**src/rtl/utopia_rx_merge.sv**
```systemverilog
// Multi-port Utopia receive front end: polls ports round-robin, assembles
// cells into a ping-pong buffer and emits them as one tagged byte stream.
module utopia_rx_merge #(
  parameter int NumRx = 4,
  parameter int CellBytes = 53,
  parameter int DataW = 8,
  parameter int CntW = 8,
  localparam int PW = $clog2(NumRx)
) (
  input  logic                  clk,
  input  logic                  rst,
  input  logic [NumRx*DataW-1:0] rx_data,
  input  logic [NumRx-1:0]      rx_soc,
  input  logic [NumRx-1:0]      rx_clav,
  output logic [NumRx-1:0]      rx_en,
  output logic [DataW-1:0]      out_data,
  output logic                  out_soc,
  output logic                  out_valid,
  input  logic                  out_ready,
  output logic [PW-1:0]         out_port,
  output logic [NumRx*CntW-1:0] err_cnt,
  output logic [15:0]           cell_cnt
);

  localparam int IW = $clog2(CellBytes);
  localparam logic [IW-1:0] LastIdx = IW'(CellBytes - 1);
  localparam logic [CntW-1:0] CntMax = '1;

  typedef enum logic {C_IDLE, C_COLLECT} c_state_e;
  typedef enum logic {E_IDLE, E_SEND} e_state_e;

  c_state_e c_state_q, c_state_d;
  e_state_e e_state_q, e_state_d;

  logic [PW-1:0] sel_q, sel_d;
  logic [PW-1:0] last_grant_q, last_grant_d;
  logic [IW-1:0] idx_q, idx_d;
  logic          fill_q, fill_d;
  logic [NumRx-1:0] rx_en_q, rx_en_d;
  logic [NumRx-1:0][CntW-1:0] err_q, err_d;
  logic [1:0]    full_q, full_d;
  logic [1:0][PW-1:0] tag_q, tag_d;
  logic          ebuf_q, ebuf_d;
  logic [IW-1:0] eidx_q, eidx_d;
  logic [15:0]   cell_cnt_q, cell_cnt_d;

  logic [DataW-1:0] mem_q [2][CellBytes];
  logic          mem_we;
  logic [IW-1:0] mem_idx;

  logic [NumRx-1:0][DataW-1:0] rx_bytes;
  logic [DataW-1:0] cur_byte;
  logic          cur_soc;
  logic          grant_hit, grant_vld;
  logic [PW-1:0] grant_port;
  logic          acc, bad_lead, resync, done, rel_port;
  logic          e_fire, e_last;

  assign rx_bytes = rx_data;
  assign cur_byte = rx_bytes[sel_q];
  assign cur_soc  = rx_soc[sel_q];

  // First requesting port after last_grant wins; scan from the far end
  // so the nearest candidate overwrites the others.
  always_comb begin
    grant_hit  = 1'b0;
    grant_port = last_grant_q;
    for (int k = NumRx; k >= 1; k--) begin
      if (rx_clav[PW'((int'(last_grant_q) + k) % NumRx)]) begin
        grant_hit  = 1'b1;
        grant_port = PW'((int'(last_grant_q) + k) % NumRx);
      end
    end
  end

  assign grant_vld = (c_state_q == C_IDLE) && !(&full_q) && grant_hit;
  assign acc       = (c_state_q == C_COLLECT) && rx_en_q[sel_q] && rx_clav[sel_q];
  assign bad_lead  = acc && (idx_q == '0) && !cur_soc;
  assign resync    = acc && (idx_q != '0) && cur_soc;
  assign done      = acc && (idx_q == LastIdx) && !cur_soc;
  assign rel_port  = (c_state_q == C_COLLECT) && (idx_q == '0) && !rx_clav[sel_q];

  assign e_fire = (e_state_q == E_SEND) && out_ready;
  assign e_last = e_fire && (eidx_q == LastIdx);

  always_ff @(posedge clk or posedge rst) begin
    if (rst) begin
      c_state_q    <= C_IDLE;
      e_state_q    <= E_IDLE;
      sel_q        <= '0;
      last_grant_q <= PW'(NumRx - 1);
      idx_q        <= '0;
      fill_q       <= 1'b0;
      rx_en_q      <= '0;
      err_q        <= '0;
      full_q       <= '0;
      tag_q        <= '0;
      ebuf_q       <= 1'b0;
      eidx_q       <= '0;
      cell_cnt_q   <= '0;
    end else begin
      c_state_q    <= c_state_d;
      e_state_q    <= e_state_d;
      sel_q        <= sel_d;
      last_grant_q <= last_grant_d;
      idx_q        <= idx_d;
      fill_q       <= fill_d;
      rx_en_q      <= rx_en_d;
      err_q        <= err_d;
      full_q       <= full_d;
      tag_q        <= tag_d;
      ebuf_q       <= ebuf_d;
      eidx_q       <= eidx_d;
      cell_cnt_q   <= cell_cnt_d;
    end
  end

  always_ff @(posedge clk) begin
    if (mem_we) mem_q[fill_q][mem_idx] <= cur_byte;
  end

  always_comb begin
    c_state_d = c_state_q;
    unique case (c_state_q)
      C_IDLE:    if (grant_vld) c_state_d = C_COLLECT;
      C_COLLECT: if (rel_port || done) c_state_d = C_IDLE;
    endcase
    e_state_d = e_state_q;
    unique case (e_state_q)
      E_IDLE: if (|full_q) e_state_d = E_SEND;
      E_SEND: if (e_last && !full_q[~ebuf_q]) e_state_d = E_IDLE;
    endcase
  end

  always_comb begin
    sel_d        = sel_q;
    last_grant_d = last_grant_q;
    idx_d        = idx_q;
    fill_d       = fill_q;
    rx_en_d      = rx_en_q;
    err_d        = err_q;
    full_d       = full_q;
    tag_d        = tag_q;
    ebuf_d       = ebuf_q;
    eidx_d       = eidx_q;
    cell_cnt_d   = cell_cnt_q;
    mem_we       = 1'b0;
    mem_idx      = idx_q;

    if (grant_vld) begin
      sel_d   = grant_port;
      idx_d   = '0;
      fill_d  = full_q[0];
      rx_en_d = '0;
      rx_en_d[grant_port] = 1'b1;
    end

    if ((bad_lead || resync) && (err_q[sel_q] != CntMax))
      err_d[sel_q] = err_q[sel_q] + 1'b1;

    // A mid-cell SOC restarts the cell with this byte as byte 0.
    if (acc && !bad_lead) begin
      mem_we  = 1'b1;
      mem_idx = resync ? '0 : idx_q;
      idx_d   = resync ? IW'(1) : idx_q + 1'b1;
    end

    if (done) begin
      idx_d          = '0;
      full_d[fill_q] = 1'b1;
      tag_d[fill_q]  = sel_q;
      last_grant_d   = sel_q;
      rx_en_d        = '0;
    end

    if (rel_port) rx_en_d = '0;

    if ((e_state_q == E_IDLE) && (|full_q)) begin
      ebuf_d = ~full_q[0];
      eidx_d = '0;
    end

    if (e_fire) eidx_d = eidx_q + 1'b1;

    if (e_last) begin
      eidx_d         = '0;
      full_d[ebuf_q] = 1'b0;
      cell_cnt_d     = cell_cnt_q + 16'd1;
      ebuf_d         = ~ebuf_q;
    end
  end

  assign rx_en     = rx_en_q;
  assign err_cnt   = err_q;
  assign cell_cnt  = cell_cnt_q;
  assign out_valid = (e_state_q == E_SEND);
  assign out_soc   = out_valid && (eidx_q == '0);
  assign out_data  = out_valid ? mem_q[ebuf_q][eidx_q] : '0;
  assign out_port  = out_valid ? tag_q[ebuf_q] : '0;

endmodule
```
**config.mk**
```make
export PLATFORM = sky130hd
export DESIGN_NAME = utopia_rx_merge
export DESIGN_NICKNAME = d
export VERILOG_FILES = /design/src/rtl/utopia_rx_merge.sv
export SDC_FILE = /design/constraint.sdc
export NUM_CORES = 1
export LEC_CHECK = 0
export CORE_ASPECT_RATIO = 1.2
export CORE_MARGIN = 2
export CORE_UTILIZATION = 61
export DETAILED_ROUTE_END_ITERATION = 10
export PLACE_DENSITY_LB_ADDON = 0.12
export SLEW_MARGIN = 20
export SYNTH_ARGS = -nofsm -noshare
export SYNTH_HDL_FRONTEND = slang
export SYNTH_SLANG_ARGS = --single-unit
```
**constraint.sdc**
```tcl
create_clock -name clk -period 3 [get_ports clk]
set_input_delay 0.75 -clock clk [delete_from_list [all_inputs] [get_ports clk]]
set_output_delay 0.75 -clock clk [all_outputs]
set_load 0.01 [all_outputs]
```
=== Word-level counts from Yosys, hierarchy flattened ===
Memory sizes are Yosys's and may differ from the RTL's.
Cells that the tools add are included.

* Register bits after elaboration: 78
* Latch bits: 0
* Memory bits (writable): 848
* Memory bits (read-only): 0
* Output and inout port bits: 64
* Memories: 1

* Add/sub/neg operators: 8
* Multiply operators: 0
* Div/mod/pow operators: 0
* Magnitude comparators: 16
* Equality and inequality tests: 3
* Shift operators: 0
* Muxes and demuxes: 78
* Bitwise gates (word level): 9
* Reductions and logical operators: 40

{| class="wikitable"
|+ Memories
! name !! words !! bits a word !! rd ports !! clocked after Yosys merged registers in !! wr ports !! line !! source
|-
| mem_q || 2 || 424 || 1 || 0 || 1 || 47 || <nowiki>logic [DataW-1:0] mem_q [2][CellBytes];</nowiki>
|}

{| class="wikitable"
|+ Operator list
! kind !! number
|-
| 424-bit 2-to-1 mux || 1
|-
| 8-bit 2-to-1 mux || 7
|-
| 6-bit 2-to-1 mux || 9
|-
| 8-bit binary-select mux with 6-bit select || 1
|-
| 8-bit demux with 6-bit select || 1
|-
| 8-bit binary-select mux with 2-bit select || 2
|-
| 32-bit bitwise mux || 1
|-
| 1-bit 2-to-1 mux || 28
|-
| 1-bit logical AND || 24
|-
| 2-bit 2-to-1 mux || 10
|-
| 16-bit by 1-bit adder with 16-bit output, second input constant || 1
|-
| 8-bit demux with 2-bit select || 1
|-
| 2-bit by 4-bit less-than comparator with 1-bit output, second input constant || 4
|-
| 1-bit binary-select mux with 2-bit select || 7
|-
| 7-bit >= comparator, second input constant || 2
|-
| 6-bit NOT with 7-bit output || 2
|-
| 6-bit by 1-bit adder with 6-bit output, second input constant || 2
|-
| 6-bit == test, second input constant || 2
|-
| 6-bit zero test || 2
|-
| 4-bit 2-to-1 mux || 3
|-
| 3-bit nonzero test || 3
|-
| 8-bit by 1-bit adder with 8-bit output, second input constant || 1
|-
| 8-bit != test, second input constant || 1
|-
| 7-bit by 1-bit less-than comparator with 1-bit output, second input constant || 1
|-
| 21 further kinds || 38
|}

=== Depth between registers and ports, before layout ===
* Depth in word-level cells: 15
* Depth in mapped cells: 12
* Depth with buffers taken out: 8

=== Least setup slack after synthesis ===
No wires, ideal clock.

* Path type: in2reg
* Start point: in rx_soc[3]
* End point: mem mem_q[1][100] (netlist name), enable pin
* Setup time: 370 ps
* Arrival time: 2423 ps
* Required time: 2630 ps
* Path slack: 207 ps
* Stages on the path: 6
* Buffers on the path: 1
* Cells stage by stage: mux4_2 buf_6 nand2b_4 nor3b_2 nand3_1 nor2_1

* Longest elaborated chain between the ends: 13
* Elaborated cells between the ends (all ways): 18

{| class="wikitable"
|+ Ends and longest elaborated chain
! element !! line !! source
|-
| start: declaration || 13 || <nowiki>input logic [NumRx-1:0] rx_soc,</nowiki>
|-
| 1-bit binary-select mux with 2-bit select (*) || 61 || <nowiki>assign cur_soc = rx_soc[sel_q];</nowiki>
|-
| 1-bit 2-to-1 mux (not written as such) (*) || 61 ||
|-
| 1-bit zero test || 78 || <nowiki>assign bad_lead = acc && (idx_q == '0) && !cur_soc;</nowiki>
|-
| 1-bit logical AND || 78 ||
|-
| 1-bit zero test || 162 || <nowiki>if (acc && !bad_lead) begin</nowiki>
|-
| 1-bit logical AND || 162 ||
|-
| 6-bit 2-to-1 mux || 162 ||
|-
| 6-bit NOT with 7-bit output (not written as such) || 119 || <nowiki>if (mem_we) mem_q[fill_q][mem_idx] <= cur_byte;</nowiki>
|-
| 7-bit >= comparator (not written as such) or 7-bit by 1-bit less-than comparator with 1-bit output (tied branches) || 119 ||
|-
| 1-bit logical AND (not written as such) || 119 ||
|-
| 8-bit 2-to-1 mux (not written as such) || 119 ||
|-
| 8-bit demux with 6-bit select || 119 ||
|-
| 424-bit 2-to-1 mux (not written as such) (*) || 119 ||
|-
| end: declaration || 47 ||
|}

Mark *: on every way between the ends. The rest lies on a longest branch, timed or not. The select of a mux whose other input is x is not followed.

=== Worst setup path after layout ===
* Start point: reg ebuf_q
* End point: out out_data[6]

* Longest elaborated chain between the ends: 5

{| class="wikitable"
|+ Ends and longest elaborated chain
! element !! line !! source
|-
| start: declaration || 43 || <nowiki>logic ebuf_q, ebuf_d;</nowiki>
|-
| start signal: assignment || 112 || <nowiki>ebuf_q <= ebuf_d;</nowiki>
|-
| memory 2 x 424 bit || - ||
|-
| 8-bit binary-select mux with 6-bit select || 198 || <nowiki>assign out_data = out_valid ? mem_q[ebuf_q][eidx_q] : '0;</nowiki>
|-
| 8-bit 2-to-1 mux (not written as such) (2 in series) || 198 ||
|-
| 8-bit 2-to-1 mux || 198 ||
|-
| end: declaration || 16 || <nowiki>output logic [DataW-1:0] out_data,</nowiki>
|}

Every way passes these cells. The select of a mux whose other input is x is not followed.

==> flow_metrics.tcl <==
set metrics [dict create \
    routabilityCongestion 0.882 \
    num_rows 99 \
    violations "setup timing" \
    postRouteAntennaNets 0 \
    timing.final.ws_setup_ns -1.00 \
    cp-end-kind "output pin" \
    required_ns 2.25 \
    setup_viol 9 \
    nNetsFinal 2593 \
    fp.dieH_um 275 \
    numCtsBuffers 85 \
    postPlaceCellArea_um2 41800 \
    synth_cell_types 71 \
    antenna_found_initial 1 \
    synth_fp_nets 2164 \
    clkSlewWorstSetupHoldPaths_ns 0.06 \
    die_w_um 230 \
    crit_fanout 6 \
    fmax_mhz 250 \
    wl_per_cell_um 27.3 \
    initialDrtViolationCount 2242 \
    ir_worst_vdd_mv 1.40 \
    core_um2 60700 \
    hold_viol_final 0 \
    drt_drc_violations_left 0 \
    dp.cells 3228 \
    synth_edf_count 848 \
    synthCells 2115 \
    status "complete, but fails checks" \
    cp-start-kind "flip-flop" \
    area_delta_synth_final_pct 21.9 \
    yosysWarnings 0 \
    worstMarginPinSlew_ns 0.937 \
    rsz0062_at_grt "yes" \
    synth_ff_type "edfxtp_1" \
    gr-total-overflow 0 \
    final_area_um2 45600 \
    post-dp-hpwl_um 58500 \
    cp.arrival_ns 3.25 \
    place_worst_setup_slack_ns -1.03 \
    track_usage_pct 29.8 \
    grt_pass1_vias 22300 \
    wirelength_um 93300 \
    cts-root-buf "clkbuf_16" \
    slew_headroom_pct 37.3 \
    seq_area_frac_synth_pct 73.3 \
    final.setup_skew_ns 0.0157 \
    clock_path_buffers 3 \
    async_flop_share_pct 8.42 \
    fin_crit_ns 4.00 \
    initial_core_util_pct 61.7 \
    vias 21800 \
    portBuffers 106 \
    ios 107 \
    vias_per_cell 6.36 \
    final_cells 3421 \
    cts_sinks 926 \
    netlist_area_um2 37400 \
    clk_latency_ns 0.63 \
    grt_max_degree 107 \
    dieArea_um2 63400 \
    powerDensity_nw_per_um2 777 \
    htree_levels 3 \
    hold_class "primary input to asynchronous set/reset pin" \
    ctsHoldBuffers 0 \
    period_share_pct 133 \
    slew_viol_final 0 \
    path_class "flip-flop to output pin" \
    grt_pass1_wl_um 140000 \
    ys_seq_elements 926 \
    final.setup.tns_ns -7.16 \
    leakage_uw 0.0158 \
    drive_above_1_share_pct 27.0 \
    first_pass_iters 7 \
    antennaDiodeCount 0 \
    cts_tree "yes" \
    syn_area_per_cell_um2 17.7 \
    drv_cap 0 \
    hold_slack_ns 0.362 \
]
final timing paths:
| check | start | slack (ns) | endpoint | cells after the start |
|---|---|---|---|---|
| worst max-delay path | ebuf_q | -1.0 | out_data[6] | 8 |
| worst min-delay path | rst | 0.36 | sel_q[0] | 2 |
| worst max register to register | sel_q[0] | 0.20 | err_cnt[5] | 7 |
| worst min register to register | cell_cnt[9] | 0.49 | cell_cnt[9] | 1 |
| max in group asynchronous | rst | 1.96 | eidx_q[0] | 3 |
| min in group clk | cell_cnt[9] | 0.49 | cell_cnt[9] | 1 |
worst max-delay path: stages (launching register included):
cell	delay, ns
dfrtp_4	0.54
buf_6	0.13
buf_6	0.11
mux4_2	0.53
a221oi_2	0.30
buf_4	0.19
o211ai_1	0.21
a221o_1	0.44
buf_2	0.16
per-stage QoR:
stage | util [%] | total power, uW
6_report | 75.2 | 35500
5_1_grt | 75.2 | 36500
4_1_cts | 75.0 | 35400
3_5_place_dp | 68.9 | 24300
3_3_place_gp | 68.9 | 24100
2_1_floorplan | - | 20300
cells in the final DEF, fill, tap and decap left out, types with 28 or more instances in the layout:
cell type	Yosys	routed
mux2_2	29	29
mux4_2	99	91
mux2i_1	279	273
clkdlybuf4s50_1	0	95
nor2_1	137	135
buf_6	10	28
nand3_1	73	68
edfxtp_1	848	848
buf_12	0	42
nand2_1	59	55
clkbuf_16	0	88
dfrtp_1	76	73
a22oi_1	132	117
buf_4	25	285
cell usage after synthesis, types with 10 or more instances:
cell / instances / area [um^2]
xor2_1: 11 / 96.3
mux2i_1: 279 / 2790
a31oi_1: 12 / 75.1
nand2_1: 59 / 221
buf_6: 10 / 113
dfrtp_1: 76 / 1900
buf_4: 25 / 188
mux4_2: 99 / 2230
buf_2: 41 / 205
a21oi_1: 18 / 90.1
nand3_1: 73 / 365
a22oi_1: 132 / 991
a22o_1: 11 / 96.3
o21ai_0: 12 / 60.1
and3_1: 11 / 68.8
inv_1: 11 / 41.3
nor2_1: 137 / 514
clkbuf_1: 45 / 169
nor2b_1: 15 / 93.8
edfxtp_1: 848 / 25500
mux2_2: 29 / 327
nand4_1: 20 / 125
xnor2_1: 14 / 123
flip-flops by register name, indices dropped and copies added (netlist names):
| register | count |
|---|---|
| c_state_q | 1 |
| cell_cnt | 16 |
| ebuf_q | 1 |
| eidx_q | 6 |
| err_cnt | 32 |
| fill_q | 1 |
| full_q | 2 |
| idx_q | 6 |
| last_grant_q | 2 |
| mem_q | 848 |
| out_valid | 1 |
| rx_en | 4 |
| sel_q | 2 |
| tag_q | 4 |
routing by layer:
metal | wire (um) | track usage [%] | up-vias
li1 | - | - | 9318
met1 | 35600 | 39.9 | 11100
met2 | 46400 | 49.7 | 1154
met3 | 7620 | 4.42 | 194
met4 | 3650 | 12.8 | 0
met5 | 0 | 0 | -
logic make-up after synthesis:
| group | count (synthesis) | share of synthesized area [%] |
|---|---|---|
| flip-flops | 926 | 73.3 |
| multiplexers | 413 | 14.5 |
| AND/OR/NAND/NOR | 363 | 4.67 |
| AO/OA/AOI/OAI | 241 | 4.80 |
| buffers and inverters | 141 | 2.01 |
| XOR/XNOR | 25 | 0.585 |
| adder cells (fa/ha/maj) | 6 | 0.201 |
power breakdown:
part           switching, uW  internal (uW)  total, uW
registers                202          16100      16300
logic                   5540           2910       8460
clock network           4590           6160      10800
total                  10300          25100      35500
layout make-up:
cell class	instances	area, um^2
tap	808	1010
clock inverter	47	448
multi-input combinational	1048	9700
timing repair buffer	471	4670
fill	3504	15100
sequential	926	27400
clock buffer	109	2320
inverter	12	51.3
what timing repair did:
action / 4_1_cts / 5_1_grt
hold endpoints to repair: 0 / 0
setup buffers: 27 / 5
pin swaps: 36 / 14
gates resized for setup: 148 / 22
endpoints found under the setup margin: 11 / 9
cloned: 7 / 0
(Power assumes the default switching activity.)
